$ cat config.mk
export PLATFORM = sky130hd
export DESIGN_NAME = bfp_load_buffer
export DESIGN_NICKNAME = d
export VERILOG_FILES = /design/src/rtl/bfp_load_buffer.sv
export SDC_FILE = /design/constraint.sdc
export NUM_CORES = 1
export LEC_CHECK = 0
export BUFFER_PORTS_ARGS = -buffer_cell sky130_fd_sc_hd__buf_2
export CELL_PAD_IN_SITES_DETAIL_PLACEMENT = 0
export CELL_PAD_IN_SITES_GLOBAL_PLACEMENT = 1
export CORE_MARGIN = 5
export CORE_UTILIZATION = 40
export CTS_BUF_LIST = sky130_fd_sc_hd__clkbuf_8 sky130_fd_sc_hd__clkbuf_16
export CTS_CLUSTER_DIAMETER = 30
export DETAILED_ROUTE_END_ITERATION = 8
export PLACE_DENSITY_LB_ADDON = 0.1
export SETUP_SLACK_MARGIN = 0.05
export SYNTH_ARGS = -nofsm -noshare
export SYNTH_HDL_FRONTEND = slang
export SYNTH_SLANG_ARGS = --single-unit
$ cat constraint.sdc
create_clock -name clk -period 10.8 [get_ports clk]
set_input_delay 1.08 -clock clk [delete_from_list [all_inputs] [get_ports clk]]
set_output_delay 1.08 -clock clk [all_outputs]
set_load 0.02 [all_outputs]
$ cat src/rtl/bfp_load_buffer.sv
// bfp_load_buffer
//   Assembles block-floating-point groups from AXI read-data beats and
//   ping-pongs them between two banks toward the PE activation broadcast.
//   A group is MANT_BEATS beats of packed mantissas followed by one beat
//   whose low EXP_WIDTH bits carry the shared exponent.
//
// Ports
//   clk, rst_n      clock, synchronous active-low reset
//   flush_i         synchronous clear of pointers/valids (bank data kept)
//   rvalid_i/rready_o, rdata_i, rlast_i   AXI R-channel beat handshake
//   out_valid_o/out_ready_i               group handshake toward the PEs
//   out_mantissa_o  mantissa i at [i*MANT_WIDTH +: MANT_WIDTH]
//   out_exponent_o  shared exponent of the presented group
//   occupancy_o     committed groups currently held (0..2)
//   len_err_o       one-cycle pulse when rlast_i disagrees with the group length
module bfp_load_buffer #(
    parameter int unsigned AXI_WIDTH_DA = 32,
    parameter int unsigned MANT_WIDTH   = 7,
    parameter int unsigned EXP_WIDTH    = 8,
    parameter int unsigned NUM_MANT     = 32
) (
    input  logic                           clk,
    input  logic                           rst_n,
    input  logic                           flush_i,
    input  logic                           rvalid_i,
    input  logic [AXI_WIDTH_DA-1:0]        rdata_i,
    input  logic                           rlast_i,
    output logic                           rready_o,
    output logic                           out_valid_o,
    input  logic                           out_ready_i,
    output logic [NUM_MANT*MANT_WIDTH-1:0] out_mantissa_o,
    output logic [EXP_WIDTH-1:0]           out_exponent_o,
    output logic [1:0]                     occupancy_o,
    output logic                           len_err_o
);

    localparam int unsigned MANT_BITS  = NUM_MANT * MANT_WIDTH;
    localparam int unsigned MANT_BEATS = (MANT_BITS + AXI_WIDTH_DA - 1) / AXI_WIDTH_DA;
    localparam int unsigned BEATS      = MANT_BEATS + 1;
    localparam int unsigned PACK_BITS  = MANT_BEATS * AXI_WIDTH_DA;
    localparam int unsigned CNT_W      = $clog2(BEATS);
    localparam logic [CNT_W-1:0] LAST_BEAT = CNT_W'(BEATS - 1);

    // Banks hold whole beats; padding past MANT_BITS is never presented.
    logic [PACK_BITS-1:0] bank_mant [2];
    logic [EXP_WIDTH-1:0] bank_exp  [2];
    logic [1:0]           bank_valid;
    logic [1:0]           bank_valid_nxt;
    logic                 wr_ptr;
    logic                 rd_ptr;
    logic [CNT_W-1:0]     beat_cnt;
    logic                 len_err_q;

    logic beat_acc;
    logic last_slot;
    logic commit;
    logic drain;
    logic len_err_nxt;

    assign rready_o       = rst_n && !bank_valid[wr_ptr];
    assign out_valid_o    = bank_valid[rd_ptr];
    assign out_mantissa_o = bank_mant[rd_ptr][MANT_BITS-1:0];
    assign out_exponent_o = bank_exp[rd_ptr];
    assign occupancy_o    = {1'b0, bank_valid[0]} + {1'b0, bank_valid[1]};
    assign len_err_o      = len_err_q;

    always_comb begin
        beat_acc  = rvalid_i && rready_o;
        last_slot = (beat_cnt == LAST_BEAT);
        commit    = beat_acc && last_slot;
        drain     = out_valid_o && out_ready_i;
        // Early rlast aborts the group; a missing rlast still commits it.
        len_err_nxt = (beat_acc && !last_slot && rlast_i) || (commit && !rlast_i);

        // Commit and drain always target different banks, so both apply.
        bank_valid_nxt = bank_valid;
        if (commit) bank_valid_nxt[wr_ptr] = 1'b1;
        if (drain)  bank_valid_nxt[rd_ptr] = 1'b0;
    end

    always_ff @(posedge clk) begin
        if (!rst_n) begin
            beat_cnt   <= '0;
            wr_ptr     <= 1'b0;
            rd_ptr     <= 1'b0;
            bank_valid <= '0;
            len_err_q  <= 1'b0;
            for (int unsigned i = 0; i < 2; i++) begin
                bank_mant[i] <= '0;
                bank_exp[i]  <= '0;
            end
        end else if (flush_i) begin
            beat_cnt   <= '0;
            wr_ptr     <= 1'b0;
            rd_ptr     <= 1'b0;
            bank_valid <= '0;
            len_err_q  <= 1'b0;
        end else begin
            bank_valid <= bank_valid_nxt;
            len_err_q  <= len_err_nxt;
            if (drain) rd_ptr <= ~rd_ptr;
            if (beat_acc) begin
                if (last_slot) begin
                    bank_exp[wr_ptr] <= rdata_i[EXP_WIDTH-1:0];
                    wr_ptr           <= ~wr_ptr;
                    beat_cnt         <= '0;
                end else begin
                    bank_mant[wr_ptr][int'(beat_cnt) * AXI_WIDTH_DA +: AXI_WIDTH_DA] <= rdata_i;
                    beat_cnt <= rlast_i ? '0 : beat_cnt + 1'b1;
                end
            end
        end
    end

endmodule

==> load_flow_metrics.sql, run 1 <==
INSERT INTO impl_metrics (metric_group, metric, value, unit) VALUES
('run_status', 'run_status', 'finished, final reports clean', ''),
('cts', 'tritoncts_num_sinks', '473', ''),
('setup_path', 'crit_path_class', 'reg -> out', ''),
('cts', 'numCtsBuffers', '105', ''),
('layout', 'num-fill-cells', '4488', ''),
('layout', 'finish.utilization', '51.6', '%'),
('cts', 'cts_buffer_depth', '3', ''),
('floorplanning', 'die_extent_in_y', '238', 'um'),
('sta', 'skew', '0.0202', 'ns'),
('setup_path', 'critical_path_required', '9.72', 'ns'),
('sta', 'final.setup.worst_slack', '6.15', 'ns'),
('floorplanning', 'row_count', '83', ''),
('cts', 'cts_hold_repair.buffers', '0', ''),
('drt', 'ant_nets', '0', ''),
('place', 'port_buffers', '274', ''),
('place', 'placement_setup_slack', '6.67', 'ns'),
('drt', 'drtPass1Iterations', '5', ''),
('setup_path', 'r2r.worst_path.cells', '5', ''),
('floorplanning', 'boundary_pins', '275', ''),
('sta', 'max-slew-margin-rel', '19.2', '%'),
('setup_path', 'timing.critical_path.arrival', '3.57', 'ns'),
('sta', 'layout_worst_path_cycle_share', '43.1', '%'),
('place', 'placed_cell_area', '23000', 'sq um'),
('global_route', 'pin_count_of_the_biggest_net_entering_global_routing', '76', ''),
('global_route', 'groute.usage.overall', '22.7', '%'),
('cts', 'post_cts_resized', '0', ''),
('logic_synthesis', 'post-synth-top-area-fraction', '66.9', '%'),
('cts', 'root_buffer', 'clkbuf_16', ''),
('place', 'gp_congestion', '0.816', ''),
('sta', 'period_minus_slack', '4.65', 'ns'),
('cts', 'clk-insertion-delay-late', '0.63', 'ns'),
('floorplanning', 'initial_utilization', '40.5', '%'),
('drt', 'drt_first_iter_violations', '1065', ''),
('logic_synthesis', 'netlist.top_cell.by_area', 'edfxtp_1', ''),
('layout', 'syn_to_final_growth', '27.5', '%'),
('drt', 'wl_per_cell', '25.6', 'um'),
('cts', 'clk_pin_slew', '0.04', 'ns'),
('setup_path', 'end_kind', 'output pin', ''),
('layout', 'layout.cells.most_common', 'edfxtp_1', ''),
('global_route', 'antenna_violations_before_repair', '5', ''),
('logic_synthesis', 'ys_top_cells_by_area', 'edfxtp_1 (67%), mux2_2 (13%), nor2_1 (3.9%)', ''),
('floorplanning', 'fp.dieW', '238', 'um'),
('sta', 'maxSlewViolCount', '0', ''),
('sta', 'finalSetupTns', '0', 'ns'),
('drt', 'route.detailed.vias_per_inst', '5.34', ''),
('setup_path', 'worstPathMaxFanout', '75', ''),
('global_route', 'grt_first_pass_wirelength', '94.2', 'mm'),
('drt', 'routed-via-count', '13856', ''),
('power', 'cellLeakagePower', '10.3', 'nW'),
('global_route', 'gr-total-overflow', '0', ''),
('place', 'place.detailed.hpwl', '40.8', 'mm'),
('power', 'pwr_density_cell', '208', 'nW/um^2'),
('logic_synthesis', 'synth.avg_cell_area', '13.6', 'sq um'),
('sta', 'fmax', '215', 'MHz'),
('hold_path', 'min-delay-path-class', 'reg -> reg', ''),
('logic_synthesis', 'yosys.cell_types.count', '42', ''),
('setup_path', 'worst-r2r-setup-slack', '6.89', 'ns'),
('logic_synthesis', 'netlist_instances', '1530', ''),
('place', 'numPlacedInstances', '2398', ''),
('global_route', 'first_global_vias', '14050', ''),
('sta', 'timing_hold_violations_final', '0', ''),
('hold_path', 'hold_path.startpoint', 'rd_ptr', ''),
('cts', 'ctsHtreeMaxLevel', '3', ''),
('setup_path', 'critical_path.reg2reg.startpoint', 'beat_cnt[0]', ''),
('logic_synthesis', 'ys_warn_count', '0', ''),
('floorplanning', 'die_area', '56800', 'sq um'),
('power', 'vdd.ir_drop.worst', '0.154', 'mV'),
('cts', 'cts_setup_buffers', '0', ''),
('setup_path', 'setup.worst_path.start_class', 'flip-flop', ''),
('logic_synthesis', 'synth-edff-count', '464', ''),
('logic_synthesis', 'synth-async-reset-ratio', '0', '%');
## synth_stat cells (2+ instances only)
master,number
clkbuf_1,86
nand4b_1,3
nand2b_1,36
nor3_2,2
ha_1,7
a21oi_1,4
edfxtp_1,464
nand2_1,102
and2_1,23
nand3_1,5
nor3_1,97
nor3b_1,3
or3_1,2
or2_2,3
inv_1,7
nor2b_1,2
nand3b_1,2
o31ai_1,5
dfxtp_1,9
mux2_2,234
nor2_1,215
o21ai_0,13
or4_1,2
buf_2,32
nor4_1,39
nor4_2,4
and3_1,107
nand4_1,8
## where the power goes
group          switching (mW)  internal [mW]
Sequential             0.0215           2.08
Clock                    1.01           2.14
Combinational           0.191         0.0676
## worst max-delay path by stage
stage	startpoint	endpoint	slack, ns	cells after the start
finish	flip-flop	out_mantissa_o[71]	6.15	4
CTS	flip-flop	out_mantissa_o[71]	6.07	4
floorplan	beat_cnt[0]	bank_mant[0][160]	5.21	8
detailed placement	rst_n	bank_mant[1][44]	6.67	5
global placement	rst_n	bank_mant[1][33]	6.76	5
global route	flip-flop	out_mantissa_o[71]	5.96	4
## registers in the layout, summed over array words and instances (netlist names), named ones only
signal / flops
bank_mant: 448
bank_exp: 16
beat_cnt: 3
bank_valid: 2
len_err_o: 1
rd_ptr: 1
wr_ptr: 1
## cell families (layout without fill, tap and decap cells)
logic type | count (synthesis) | count (layout) | synth area share, %
AOI/OAI and AO/OA | 27 | 27 | 0.805
adders and majority gates | 7 | 7 | 0.420
buffers and inverters | 126 | 508 | 2.47
other | 0 | 1 | 0
DFF | 473 | 473 | 67.7
muxes | 235 | 235 | 12.8
and+or+nand+nor | 661 | 661 | 15.8
xor gates and xnor gates | 1 | 1 | 0.0420
## per-layer routing
| layer | wire length (um) | global-route usage (%) | vias to the layer above |
|---|---|---|---|
| met5 | 8 | 0 | - |
| met3 | 4720 | 6.20 | 91 |
| li1 | - | - | 6291 |
| met4 | 1800 | 7.77 | 2 |
| met2 | 32200 | 37.1 | 438 |
| met1 | 27600 | 29.3 | 7034 |
## layout make-up
class	count	area [sq um]	share of cell area, %
diodes	1	2.50	0.00942
clock buffers	105	2630	9.89
clock inverters	89	947	3.56
inverters	7	26.3	0.0989
multi-input cells	931	6380	24.0
flip-flops and latches	473	14100	53.1
well taps	680	851	3.20
repair buffers	307	1620	6.09
## critical path, cell delays in order (launching register included)
cell,delay [ns]
dfxtp_4,0.63
buf_4,0.77
buf_4,0.80
mux2_2,0.43
buf_2,0.16
Power figures use the tool's default switching activity.
==> inputs of run 2 (changes only) <==
--- a/config.mk
+++ b/config.mk
@@ -5,6 +5,7 @@
 export SDC_FILE = /design/constraint.sdc
 export NUM_CORES = 1
 export LEC_CHECK = 0
+export ABC_AREA = 1
 export BUFFER_PORTS_ARGS = -buffer_cell sky130_fd_sc_hd__buf_2
 export CELL_PAD_IN_SITES_DETAIL_PLACEMENT = 0
 export CELL_PAD_IN_SITES_GLOBAL_PLACEMENT = 1
==> constraint.sdc (replaced) <==
create_clock -name clk -period 3.85 [get_ports clk]
set_input_delay 0.385 -clock clk [delete_from_list [all_inputs] [get_ports clk]]
set_output_delay 0.385 -clock clk [all_outputs]
set_load 0.02 [all_outputs]
==> run 2 against run 1 <==
Synthesized cell count rose by 7.1%. Core utilization down 0.23 points. Final area fell by 1.3%. Final cell count up 5.8%. Critical path depth up 5. Via count is 0.35% lower. Worst setup slack worse by 5.4 ns. First-iteration DRC count grew 1.6%. Largest cell class unchanged.
==> load_flow_metrics.sql, run 2 <==
INSERT INTO impl_metrics (metric_group, metric, value, unit) VALUES
('logic_synthesis', 'synth_area', '20600', 'sq um'),
('setup_path', 'timing.critical_path.to', 'bank_mant[1][124]', ''),
('sta', 'max-slew-margin-rel', '40.1', '%'),
('cts', 'numCtsBuffers', '107', ''),
('cts', 'post_cts_resized', '0', ''),
('sta', 'layout_worst_path_cycle_share', '79.4', '%'),
('logic_synthesis', 'synth-edff-count', '464', ''),
('floorplanning', 'row_count', '83', ''),
('sta', 'fmax', '327', 'MHz'),
('floorplanning', 'initial_utilization', '40.2', '%'),
('layout', 'num-fill-cells', '4622', ''),
('floorplanning', 'core-area', '51100', 'sq um'),
('logic_synthesis', 'netlist.top_cell.by_area', 'edfxtp_1', ''),
('logic_synthesis', 'most_numerous_cell_types_in_the_synthesized_netlist', 'nor2_1 (542), edfxtp_1 (464), mux2_2 (232)', ''),
('logic_synthesis', 'yosysMostFrequentCell', 'nor2_1', ''),
('global_route', 'first_global_vias', '13968', ''),
('logic_synthesis', 'netlist_instances', '1639', ''),
('drt', 'wl_per_cell', '23.0', 'um'),
('logic_synthesis', 'post-synth-top-area-fraction', '67.8', '%'),
('logic_synthesis', 'seq_area_frac_synth', '68.7', '%'),
('layout', 'fin_area', '26200', 'sq um'),
('drt', 'dr_drc_count', '0', ''),
('logic_synthesis', 'synth_ff_type', 'edfxtp_1', ''),
('layout', 'finish.cell_count_without_fillers', '2744', ''),
('cts', 'clk-insertion-delay-late', '0.64', 'ns'),
('global_route', 'gr-total-overflow', '0', ''),
('place', 'gp_congestion', '0.814', ''),
('setup_path', 'timing.critical_path.arrival', '3.32', 'ns'),
('cts', 'cts_hold_repair.buffers', '0', ''),
('sta', 'fin_worst_hold_slack', '0.0867', 'ns'),
('cts', 'cts_tree', 'done', ''),
('layout', 'most_flop_heavy_register', 'bank_mant', ''),
('power', 'power.combinational.fraction', '4.2', '%'),
('power', 'pwr_density_cell', '579', 'nW/um^2'),
('place', 'place.detailed.hpwl', '40.4', 'mm'),
('drt', 'drtPass1Iterations', '5', ''),
('logic_synthesis', 'ys_warn_count', '0', ''),
('place', 'port_buffers', '274', ''),
('power', 'totalPowerFinal', '15.2', 'mW'),
('drt', 'route.detailed.vias_per_inst', '5.03', ''),
('place', 'numPlacedInstances', '2543', ''),
('sta', 'setup-violations-final', '0', ''),
('setup_path', 'critical_path.reg2reg.startpoint', 'beat_cnt[0]', ''),
('setup_path', 'end_kind', 'flip-flop', ''),
('sta', 'finalSetupTns', '0', 'ns'),
('hold_path', 'min-delay-path-class', 'in -> reg', ''),
('floorplanning', 'fp.dieW', '237', 'um'),
('sta', 'timing_hold_violations_final', '0', ''),
('drt', 'routed-via-count', '13808', ''),
('hold_path', 'hold_path.startpoint', 'out_ready_i', ''),
('sta', 'maxSlewViolCount', '0', ''),
('global_route', 'antenna_violations_before_repair', '3', ''),
('cts', 'ctsHtreeMaxLevel', '3', ''),
('drt', 'ant_nets', '0', ''),
('drt', 'route.final.wire_length', '63.2', 'mm'),
('sta', 'period_minus_slack', '3.06', 'ns'),
('global_route', 'groute.usage.overall', '22.0', '%'),
('layout', 'syn_to_final_growth', '27.6', '%'),
('setup_path', 'worst-r2r-setup-slack', '0.79', 'ns'),
('drt', 'drt_first_iter_violations', '1082', ''),
('logic_synthesis', 'synth-async-reset-ratio', '0', '%'),
('logic_synthesis', 'yosys_register_bits', '473', ''),
('layout', 'drive_above_1_share', '35.2', '%'),
('layout', 'layout.cells.most_common', 'nor2_1', ''),
('power', 'clockPowerShare', '56.9', '%'),
('floorplanning', 'die_area', '56000', 'sq um'),
('logic_synthesis', 'syn_nets', '1684', ''),
('global_route', 'grt_first_pass_wirelength', '90.7', 'mm'),
('logic_synthesis', 'synth.avg_cell_area', '12.5', 'sq um'),
('setup_path', 'critical_path.reg2reg.endpoint', 'bank_mant[1][124]', ''),
('run_status', 'run_status', 'finished, final reports clean', ''),
('place', 'placed_cell_area', '22700', 'sq um'),
('power', 'fraction_of_power_spent_switching_nets', '22.1', '%'),
('run', 'maxCapViolCount', '0', ''),
('logic_synthesis', 'yosys.cell_types.count', '20', ''),
('cts', 'root_buffer', 'clkbuf_16', ''),
('power', 'vdd.ir_drop.worst', '0.297', 'mV'),
('power', 'share_seq_of_total_power', '38.9', '%'),
('sta', 'final.setup.worst_slack', '0.794', 'ns'),
('cts', 'clk_pin_slew', '0.04', 'ns'),
('cts', 'tritoncts_num_sinks', '473', ''),
('logic_synthesis', 'ys_top_cells_by_area', 'edfxtp_1 (68%), mux2_2 (13%), nor2_1 (9.9%)', ''),
('sta', 'skew', '0.0285', 'ns'),
('setup_path', 'r2r.worst_path.cells', '9', ''),
('setup_path', 'critPathLaunch', 'beat_cnt[0]', ''),
('sta', 'grt_setup_unrepaired', 'no', ''),
('floorplanning', 'boundary_pins', '275', ''),
('setup_path', 'worstPathMaxFanout', '34', ''),
('power', 'power.internal', '11.8', 'mW'),
('sta', 'tightestPinTransition', '0.898', 'ns'),
('global_route', 'pin_count_of_the_biggest_net_entering_global_routing', '58', ''),
('layout', 'largest_register_ffs', '448', ''),
('layout', 'final_cell_mix', 'nor2_1 (541), edfxtp_1 (464), buf_2 (274)', ''),
('power', 'switchingPower', '3.37', 'mW'),
('power', 'cellLeakagePower', '9.88', 'nW'),
('floorplanning', 'die_extent_in_y', '237', 'um'),
('layout', 'finish.net_count', '2017', ''),
('cts', 'cts_setup_buffers', '0', ''),
('layout', 'finish.utilization', '51.4', '%'),
('cts', 'cts_buffer_depth', '3', ''),
('layout', 'largest_registers', 'bank_mant x448, bank_exp x16, beat_cnt x3', ''),
('setup_path', 'critical_path_required', '4.12', 'ns'),
('setup_path', 'setup.worst_path.start_class', 'flip-flop', ''),
('setup_path', 'crit_path_class', 'reg -> reg', ''),
('place', 'placement_setup_slack', '0.811', 'ns');
==> run 2: critical path, cell delays in order, from the launching register on <==
cell and delay (ns):
dfxtp_1 0.44, inv_1 0.14, ha_1 0.23, ha_1 0.37, buf_4 0.39, nand2_1 0.10, nor2_1 0.25, nand4_1 0.19
nand2_1 0.12, buf_4 0.42
==> run 2: cell families (layout without fill, tap and decap cells) <==
family	Yosys count	count (layout)	synth area share (%)
simple gates	767	767	15.0
flops	473	473	68.7
mux	232	232	12.7
buf+inv	148	572	2.96
compound gates	12	12	0.292
fa+ha+maj	7	7	0.426
other cells	0	1	0
==> run 2: worst min path at each step <==
stage               slack (ns)  cells past startpoint           to
finish                    0.09                      3    flip-flop
global placement          0.49                      2  beat_cnt[2]
global route              0.11                      3    flip-flop
floorplan                 0.46                      2  beat_cnt[2]
detailed placement        0.49                      2  beat_cnt[2]
CTS                       0.05                      3    flip-flop
==> run 2: final cells by class <==
type                            instances  area (sq um)  area share, %
Clock buffer                          110          2750           10.5
Clock inverter                         90           758           2.89
Timing Repair Buffer                  319          1720           6.56
Inverter                               53           199          0.758
Tap cell                              680           851           3.24
Sequential cell                       473         14100           53.8
Multi-Input combinational cell       1018          5840           22.2
Antenna cell                            1          2.50        0.00954
==> run 2: power by group through the flow <==
| stage | clock, mW | combinational [mW] | sequential [mW] |
|---|---|---|---|
| 6_report | 8.65 | 0.642 | 5.90 |
| 5_1_grt | 9.05 | 0.681 | 5.92 |
| 4_1_cts | 8.75 | 0.658 | 5.91 |
| 3_5_place_dp | 0 | 0.655 | 6.00 |
| 3_3_place_gp | 0 | 0.655 | 5.99 |
| 2_1_floorplan | 0 | 0.350 | 5.98 |
==> run 2: per-layer routing <==
| metal | GRT usage (%) | vias to the layer above | part of all wire [%] | wire [um] |
|---|---|---|---|---|
| met5 | 0 | - | 0 | 0 |
| met4 | 6.28 | 0 | 2.0 | 1260 |
| met3 | 4.29 | 70 | 6.6 | 4170 |
| met2 | 38.2 | 479 | 52 | 32600 |
| met1 | 28.2 | 6901 | 40 | 25100 |
| li1 | - | 6358 | - | - |
